==> src/rtl/uart_si_pkg.sv <==
// rtl/uart_si_pkg.sv - shared constants, register layout and FSM states for uart_si_ctrl
//
// Purpose: SI register map, status bit positions, control word layout and the
//          controller state encoding shared by the controller files.
// Ports:   none (package).
package uart_si_pkg;

  localparam logic [3:0] UART_CR = 4'h0;  // control (write) / status (read)
  localparam logic [3:0] UART_DR = 4'h4;  // data; a read pops the RX FIFO
  localparam logic [3:0] UART_DV = 4'h8;  // baud divisor

  localparam int ST_RXNE = 3;  // RX FIFO not empty
  localparam int ST_TXF  = 2;  // TX FIFO full

  typedef struct packed {
    logic [1:0] rx_fifo_lvl;
    logic [1:0] tx_fifo_lvl;
    logic       rx_full;
    logic       tx_full;
    logic       rec_en;
    logic       tr_en;
  } uart_cr;

  typedef enum logic [2:0] {
    CFG_CR,
    CFG_BAUD,
    POLL,
    POLL_W,
    RX_RD,
    RX_W,
    TX_WR
  } si_state_e;

endpackage

==> src/rtl/rr_arb.sv <==
// rtl/rr_arb.sv - combinational round-robin arbiter
//
// Purpose: picks the first set request searching upward from ptr+1 with wrap.
// Ports:   req  in  N   request vector
//          ptr  in  IW  index of the last granted requester
//          gnt  out N   one-hot grant (zero when no request)
//          idx  out IW  index of the granted requester
//          any  out 1   at least one request is set
module rr_arb #(
  parameter int N  = 2,
  parameter int IW = (N > 1) ? $clog2(N) : 1
) (
  input  logic [N-1:0]  req,
  input  logic [IW-1:0] ptr,
  output logic [N-1:0]  gnt,
  output logic [IW-1:0] idx,
  output logic          any
);

  logic [IW-1:0] cand;

  always_comb begin
    gnt  = '0;
    idx  = '0;
    any  = 1'b0;
    cand = '0;
    // k runs 1..N so the last granted requester is considered last.
    for (int k = 1; k <= N; k++) begin
      cand = IW'((int'(ptr) + k) % N);
      if (!any && req[cand]) begin
        any       = 1'b1;
        gnt[cand] = 1'b1;
        idx       = cand;
      end
    end
  end

endmodule

==> src/rtl/uart_si_ctrl.sv <==
// rtl/uart_si_ctrl.sv - SI bus master that configures a UART and moves bytes through it
//
// Purpose: writes control and baud registers after reset, then polls status, drains
//          RX bytes into a one-entry hold register and serves TX requesters round-robin.
// Ports:   clk, rstn                  clock, synchronous active-low reset
//          addr, re, we, wd, rd       SI master port (rd valid the cycle after re)
//          tx_valid, tx_data, tx_ready  per-requester TX byte handshake
//          rx_valid, rx_data, rx_ready  received byte handshake
//          cfg_done                   configuration writes completed
module uart_si_ctrl
  import uart_si_pkg::*;
#(
  parameter int            REQ_N    = 2,
  parameter uart_cr        CR_INIT  = 8'hA3,
  parameter logic [15:0]   BAUD_DIV = 16'h200
) (
  input  logic               clk,
  input  logic               rstn,
  output logic [3:0]         addr,
  output logic               re,
  output logic               we,
  output logic [31:0]        wd,
  input  logic [31:0]        rd,
  input  logic [REQ_N-1:0]   tx_valid,
  input  logic [8*REQ_N-1:0] tx_data,
  output logic [REQ_N-1:0]   tx_ready,
  output logic               rx_valid,
  output logic [7:0]         rx_data,
  input  logic               rx_ready,
  output logic               cfg_done
);

  localparam int IW = (REQ_N > 1) ? $clog2(REQ_N) : 1;

  si_state_e     state;
  logic [IW-1:0] rr_ptr;
  logic [REQ_N-1:0] gnt;
  logic [IW-1:0] gnt_idx;
  logic          gnt_any;
  logic [7:0]    sel_byte;

  // Only the low byte of rd carries status or data.
  logic unused_rd;
  assign unused_rd = ^rd[31:8];

  rr_arb #(.N(REQ_N), .IW(IW)) u_arb (
    .req (tx_valid),
    .ptr (rr_ptr),
    .gnt (gnt),
    .idx (gnt_idx),
    .any (gnt_any)
  );

  always_comb begin
    sel_byte = 8'h00;
    for (int i = 0; i < REQ_N; i++) begin
      if (gnt[i]) sel_byte = tx_data[8*i +: 8];
    end
  end

  // SI strobes decode from the state; they are held off while rstn is low so that
  // no register access happens during reset even though the state is CFG_CR.
  always_comb begin
    addr = 4'h0;
    re   = 1'b0;
    we   = 1'b0;
    wd   = 32'h0;
    if (rstn) begin
      case (state)
        CFG_CR: begin
          we   = 1'b1;
          addr = UART_CR;
          wd   = {24'h0, CR_INIT};
        end
        CFG_BAUD: begin
          we   = 1'b1;
          addr = UART_DV;
          wd   = {16'h0, BAUD_DIV};
        end
        POLL: begin
          re   = 1'b1;
          addr = UART_CR;
        end
        RX_RD: begin
          re   = 1'b1;
          addr = UART_DR;
        end
        TX_WR: begin
          if (gnt_any) begin
            we   = 1'b1;
            addr = UART_DR;
            wd   = {24'h0, sel_byte};
          end
        end
        default: ;
      endcase
    end
  end

  always_ff @(posedge clk) begin
    if (!rstn) begin
      state    <= CFG_CR;
      tx_ready <= '0;
      rx_valid <= 1'b0;
      rx_data  <= 8'h00;
      cfg_done <= 1'b0;
      rr_ptr   <= IW'(REQ_N - 1);
    end else begin
      tx_ready <= '0;
      if (rx_valid && rx_ready) rx_valid <= 1'b0;
      case (state)
        CFG_CR:   state <= CFG_BAUD;
        CFG_BAUD: begin
          cfg_done <= 1'b1;
          state    <= POLL;
        end
        POLL:     state <= POLL_W;
        POLL_W: begin
          // RX wins only if the hold register can take the byte; otherwise TX
          // keeps flowing so a stalled consumer cannot block transmission.
          if (rd[ST_RXNE] && !rx_valid)       state <= RX_RD;
          else if (!rd[ST_TXF] && |tx_valid)  state <= TX_WR;
          else                                state <= POLL;
        end
        RX_RD:    state <= RX_W;
        RX_W: begin
          rx_data  <= rd[7:0];
          rx_valid <= 1'b1;
          state    <= POLL;
        end
        TX_WR: begin
          if (gnt_any) begin
            tx_ready <= gnt;
            rr_ptr   <= gnt_idx;
          end
          state <= POLL;
        end
        default:  state <= CFG_CR;
      endcase
    end
  end

endmodule
==> config.mk <==
export PLATFORM = sky130hd
export DESIGN_NAME = uart_si_ctrl
export DESIGN_NICKNAME = d
export VERILOG_FILES = /design/src/rtl/uart_si_pkg.sv /design/src/rtl/rr_arb.sv /design/src/rtl/uart_si_ctrl.sv
export SDC_FILE = /design/constraint.sdc
export NUM_CORES = 1
export LEC_CHECK = 0
export CORE_ASPECT_RATIO = 2
export CORE_MARGIN = 8
export CORE_UTILIZATION = 27
export DETAILED_ROUTE_END_ITERATION = 16
export PLACE_DENSITY = 0.89
export SYNTH_ARGS = -nofsm -noshare
export SYNTH_HDL_FRONTEND = slang
export SYNTH_HIERARCHICAL = 1
export SYNTH_SLANG_ARGS = --single-unit
==> constraint.sdc <==
create_clock -name clk -period 1.27 [get_ports clk]
set_input_delay 0.1905 -clock clk [delete_from_list [all_inputs] [get_ports clk]]
set_output_delay 0.1905 -clock clk [all_outputs]
set_load 0.005 [all_outputs]
# Word-level counts from Yosys, hierarchy flattened
# Cells that the tools add are included.
[word_totals] register_bits=16
[classes] reduce_logical=17 eq_ne=6 magnitude_cmp=4 muxes=32 n_addsub=2 bitwise_logic=1
[ops] cell="one-hot mux 10 bit (3 select lines)" count=1
[ops] cell="2-to-1 mux 8 bit" count=3
[ops] cell="2-to-1 mux 1 bit" count=16
[ops] cell="one-hot mux 3 bit (5 select lines)" count=1
[ops] cell="one-hot mux 4 bit (3 select lines)" count=1
[ops] cell="2-to-1 mux 10 bit" count=1
[ops] cell="== test 3 bit (second input constant)" count=3
[ops] cell="2-to-1 mux 3 bit" count=3
[ops] cell="== test 3 x 2 -> 1 bit (second input constant)" count=2
[ops] cell="logical AND 1 bit" count=6
[ops] cell="OR reduction 2 bit" count=3
[ops] cell="less-than comparator 1 x 2 -> 1 bit (second input constant)" count=2
[ops] cell="2-to-1 mux 2 bit" count=2
[ops] cell="2-to-1 mux 4 bit" count=1
[ops] cell="== test 3 x 1 -> 1 bit (second input constant)" count=1
[ops] cell="zero test 1 bit" count=3
[ops] cell="zero test 3 bit" count=1
[ops] cell="AND reduction 3 bit" count=1
[ops] cell="OR reduction 3 bit" count=1
[ops] cell="adder 1 bit (second input constant)" count=2
[ops] cell="demux 1 bit (select 1 bit)" count=2
[ops] cell=">= comparator 1 bit (second input constant)" count=2
[ops] cell="bitwise OR 2 bit" count=1
[ops] cell="one-hot mux 1 bit (2 select lines)" count=1
[ops] cell="2 further kinds" count=2

# Depth between registers and ports, before layout
[logic_depth] ltp_word=13 depth_mapped=6 ltp_nobuf=5

# By module
# Netlist, hierarchy kept.
[by_module_without_submodules] module="uart_si_ctrl" cells_per_inst=115 instances=1 area_each_um2=1009.7 seq_area_each_um2=320.3
[by_module_without_submodules] module="rr_arb" cells_per_inst=5 instances=1 area_each_um2=32.5 seq_area_each_um2=0.0

# Worst setup path after synthesis
# OpenSTA, ideal clock, no wires.
[synth_path] path_kind="register -> output" from="register rr_ptr" to="output wd[1]" stages_incl_launch_ff=7 arrival_ps=1143 setup_slack_ps=-63 cell_sequence="dfxtp_1 > inv_1 > a21boi_1 > nor2b_1 > clkbuf_1 > a22oi_1 > a21oi_1"
[synth_via] elab_chain_len=13 elab_cells_between_ends=28 cone_classes="2 x add/sub; 4 x order compare; 17 x mux; 1 x bitwise; 4 x reduce/logical"
[synth_lines] element="start: declaration" line_no="uart_si_ctrl.sv:36" rtl="logic [IW-1:0] rr_ptr;"
[synth_lines] element="start signal: assignment" line_no="uart_si_ctrl.sv:107" rtl="rr_ptr <= IW'(REQ_N - 1);"
[synth_lines] element="start signal: assignment" line_no="uart_si_ctrl.sv:134" rtl="rr_ptr <= gnt_idx;"
[synth_lines] element="adder 1 bit" line_no="rr_arb.sv:29" rtl="cand = IW'((int'(ptr) + k) % N);"
[synth_lines] element="less-than comparator 1 x 2 -> 1 bit (not written as such) or >= comparator 1 bit (tied branches)" line_no="rr_arb.sv:32" rtl="gnt[cand] = 1'b1;"
[synth_lines] element="logical AND 1 bit (not written as such)" line_no="rr_arb.sv:32"
[synth_lines] element="2-to-1 mux 1 bit (not written as such)" line_no="rr_arb.sv:32"
[synth_lines] element="demux 1 bit (select 1 bit)"
[synth_lines] element="2-to-1 mux 2 bit" line_no="rr_arb.sv:30" rtl="if (!any && req[cand]) begin"
[synth_lines] element="bitwise OR 2 bit (no source line)"
[synth_lines] element="2-to-1 mux 2 bit (*)" line_no="rr_arb.sv:30"
[synth_lines] element="via gnt[0]" line_no="uart_si_ctrl.sv:37" rtl="logic [REQ_N-1:0] gnt;"
[synth_lines] element="2-to-1 mux 8 bit (*) (2 in series)" line_no="uart_si_ctrl.sv:57" rtl="if (gnt[i]) sel_byte = tx_data[8*i +: 8];"
[synth_lines] element="2-to-1 mux 8 bit (*)" line_no="uart_si_ctrl.sv:89" rtl="if (gnt_any) begin"
[synth_lines] element="one-hot mux 10 bit (3 select lines) (*)" line_no="uart_si_ctrl.sv:69" rtl="case (state)"
[synth_lines] element="2-to-1 mux 10 bit (*)" line_no="uart_si_ctrl.sv:68" rtl="if (rstn) begin"
[synth_lines] element="end: declaration" line_no="uart_si_ctrl.sv:22" rtl="output logic [31:0] wd,"
# Mark *: on every way through the listed nets, which the timed path passes. The rest lies on a longest branch. The select of a mux whose other input is x is not followed.

# Worst setup path in the final report
# Ends and elaborated chain as after synthesis.

==> flow_summary.json <==
{
  "post-synth-top-count-cell": "buf_4",
  "clk_pin_slew_worst_paths_ps": 70,
  "hold_depth": 4,
  "die_area_mm2": 0.006225,
  "first_pass_iters": 4,
  "synth_cell_types": 33,
  "ir_worst_vdd_v": 0.0006677,
  "p_sw_mw": 0.3606,
  "synth_compound_area_share_pct": 16.81,
  "pwr-share-comb_pct": 28.9,
  "power_density_mw_per_mm2": 741.6,
  "fin_skew_ps": 4.072,
  "cts-htree-levels": 1,
  "cp.required_ps": 1080,
  "r2r-start": "state[1]",
  "clockRootBuffer": "clkbuf_8",
  "synth_top_area_share_pct": 30.73,
  "numPortBuffers": 53,
  "drtIter0Drc": 18,
  "fin_crit_ps": 1669,
  "clock_latency_ps": 260,
  "antenna_found_initial": 0,
  "grt.overflow.total": 0,
  "final_max_slew_viol_count": 0,
  "cts_tree": "built",
  "numCtsBuffers": 3,
  "synth-seq-cells": 16,
  "power_frac_clock_pct": 33.4,
  "total_power_mw": 1.393,
  "synthCells": 120,
  "coreArea_mm2": 0.003764,
  "fin_crit_sh_pct": 131.4,
  "path_cells": "inv_2 > a21boi_2 > nor2b_4 > buf_6 > buf_6 > a22oi_2 > a21oi_2 > buf_2",
  "outcome": "finished with violations",
  "placed_area_mm2": 0.001610,
  "vias": 1073,
  "regArea_um2": 330.3,
  "wl_per_cell_um": 14.46,
  "ant_nets": 0,
  "p_int_mw": 1.032,
  "num_antenna_cells": 0,
  "violations": "negative setup slack",
  "netlist_area_mm2": 0.001042,
  "cts_sinks": 16,
  "synth_top_cell_by_area": "dfxtp_1",
  "final-setup-viol-count": 16,
  "crit_path_frequent_cell": "buf_6",
  "synth_top_family_by_area": "buffers and inverters",
  "rows": 32,
  "p_seq_share_pct": 37.8,
  "hold_slack_ps": 376.5,
  "grt_start_max_net_pins": 11,
  "r2r_slack_ps": -30,
  "hold_viol": 0,
  "hp-start": "tx_valid[0]",
  "start_util_pct": 27.69,
  "ys_seq_area_share_pct": 30.73,
  "synthAdderAreaFrac_pct": 0,
  "synth-simple-area-share_pct": 18.37,
  "yosys-top-cells-area": "dfxtp_1 (31%), buf_4 (19%), mux2i_1 (8.6%), nor2b_1 (6.0%), a22oi_1 (5.0%)",
  "r2r-end": "rx_data[6]",
  "pin_count": 103,
  "max_freq_ghz": 0.5992,
  "fillCellCount": 389,
  "synthFlopType": "dfxtp_1",
  "whs_endpoint": "rr_ptr",
  "syn_area_per_cell_um2": 8.685,
  "syn_to_final_growth_pct": 80.19,
  "hp-class": "input pin to register",
  "design_area_mm2": 0.001878,
  "drc": 0,
  "fin_ws_ps": -398.8,
  "hold_buffers": 0,
  "rsz0062_at_grt": "yes",
  "gp_congestion": 0.7132,
  "dp_hpwl_mm": 2.535,
  "power_switching_share_pct": 25.89,
  "criticalPathCategory": "register to output port",
  "path_max_fanout": 3,
  "grt_pass1_vias": 1198,
  "p_leak_nw": 0.9214,
  "drive_gt1_share_pct": 38.19,
  "yosys.area_share.xor_xnor_pct": 0.8403,
  "critPathMaxStageDelay_ps": 360,
  "die_w_um": 59.93,
  "nets": 253,
  "cap_violations": 0,
  "multiInputGateArea_um2": 670.6,
  "ctsLongestPathBuffers": 2,
  "crit_slowest_cell": "dfxtp_2",
  "synth_edf_count": 0,
  "yosys-top-cells-count": "buf_4 (27), dfxtp_1 (16), nor2b_1 (10)",
  "startpoint_type": "register",
  "grt_pass1_wl_mm": 5.526,
  "track_usage_pct": 11.16,
  "synth.area.mux_share_pct": 8.643,
  "arrival_ps": 1480,
  "rr_worst_depth": 5,
  "die_h_um": 103.9,
  "ys_async_sr_fraction_pct": 0,
  "wl_mm": 3.615,
  "avgViaCountPerCell": 4.292,
  "end_kind": "output port",
  "yosysWarnings": 6
}
[worst max-delay path, delay by kind of cell (launching register included)]
kind	cells	cell delay, ps
AOI/OAI and AO/OA	3	330
DFF	1	360
buffers and inverters	4	360
and+or+nand+nor	1	160
[power groups by stage]
stage	combinational [mW]	clock (mW)	sequential, mW
floorplan	0.187	0	0.534
global placement	0.303	0	0.534
detailed placement	0.310	0	0.535
CTS	0.373	0.473	0.525
global route	0.435	0.488	0.527
finish	0.402	0.465	0.526
[what timing repair did]
action                                  4_1_cts  5_1_grt
cloned                                        0        0
setup buffers                                15        2
endpoints found under the setup margin       31       20
pin swaps                                    14        6
resized for setup                           106       14
[kinds of logic (layout without fill, tap and decap cells)]
| group | after synthesis | after routing |
|---|---|---|
| compound gates | 24 | 24 |
| xor+xnor | 1 | 1 |
| buf+inv | 36 | 91 |
| flops | 16 | 16 |
| mux | 9 | 9 |
| other cells | 1 | 25 |
| simple gates | 33 | 33 |
[layout make-up]
cell class | instances | share of cell area, %
Multi-Input combinational cell | 92 | 35.71
Timing Repair Buffer | 84 | 39.77
Tap cell | 51 | 3.398
Clock buffer | 4 | 2.931
Inverter | 3 | 0.5996
Sequential cell | 16 | 17.59
[how the worst max path moves through the flow]
stage	slack, ps	end	startpoint	cells after the start
CTS	-390	wd[1]	rr_ptr	8
detailed placement	-950	wd[1]	tx_valid[0]	7
finish	-400	wd[1]	rr_ptr	8
global route	-490	wd[5]	rr_ptr	8
global placement	-870	wd[7]	tx_valid[0]	7
floorplan	0.7	wd[1]	rr_ptr	4
[state kept, by name, indices dropped and copies added, names as in the netlist]
signal	flops
rr_ptr	1
rx_valid	1
cfg_done	1
rx_data	8
state	3
tx_ready	2
[metal layers]
| layer | part of all wire, % | wire (um) | vias to the layer above | GRT usage, % |
|---|---|---|---|---|
| li1 | - | - | 517 | - |
| met1 | 38 | 1359 | 492 | 11.04 |
| met2 | 50 | 1816 | 60 | 19.58 |
| met3 | 11 | 399 | 4 | 4.585 |
| met4 | 1.1 | 39 | 0 | 3.959 |
| met5 | 0 | 0 | - | 0 |
[through the flow]
stage          setup TNS, ps  util [%]  setup slack, ps  std cells
4_1_cts                -3270     48.27           -392.3        249
6_report               -3620     49.90           -398.8        250
5_1_grt                -4894     49.90           -490.1        250
3_5_place_dp          -10660     42.79           -952.8        230
3_3_place_gp          -10290     42.79           -867.6        230
2_1_floorplan              0         -           0.6763        144
[cells in the final DEF (no fill, tap or decap), types with 2 or more instances in the layout]
cell type	synthesis	routed
mux2i_1	9	7
dfxtp_1	16	12
inv_2	0	2
buf_4	27	18
clkbuf_8	0	4
a22oi_1	7	4
o21ai_0	2	2
nand2_1	3	2
a21boi_2	0	2
nand3b_1	2	2
dfxtp_4	0	2
and3_1	4	3
clkdlybuf4s50_1	0	26
a22oi_2	0	3
dlygate4sd2_1	0	12
dfxtp_2	0	2
buf_6	2	13
nor2b_1	10	8
buf_2	0	13
nor2_1	7	6
a21oi_1	4	3
conb_1	1	25
a21o_1	2	2
Note: power is estimated with default switching activity, not from simulation.
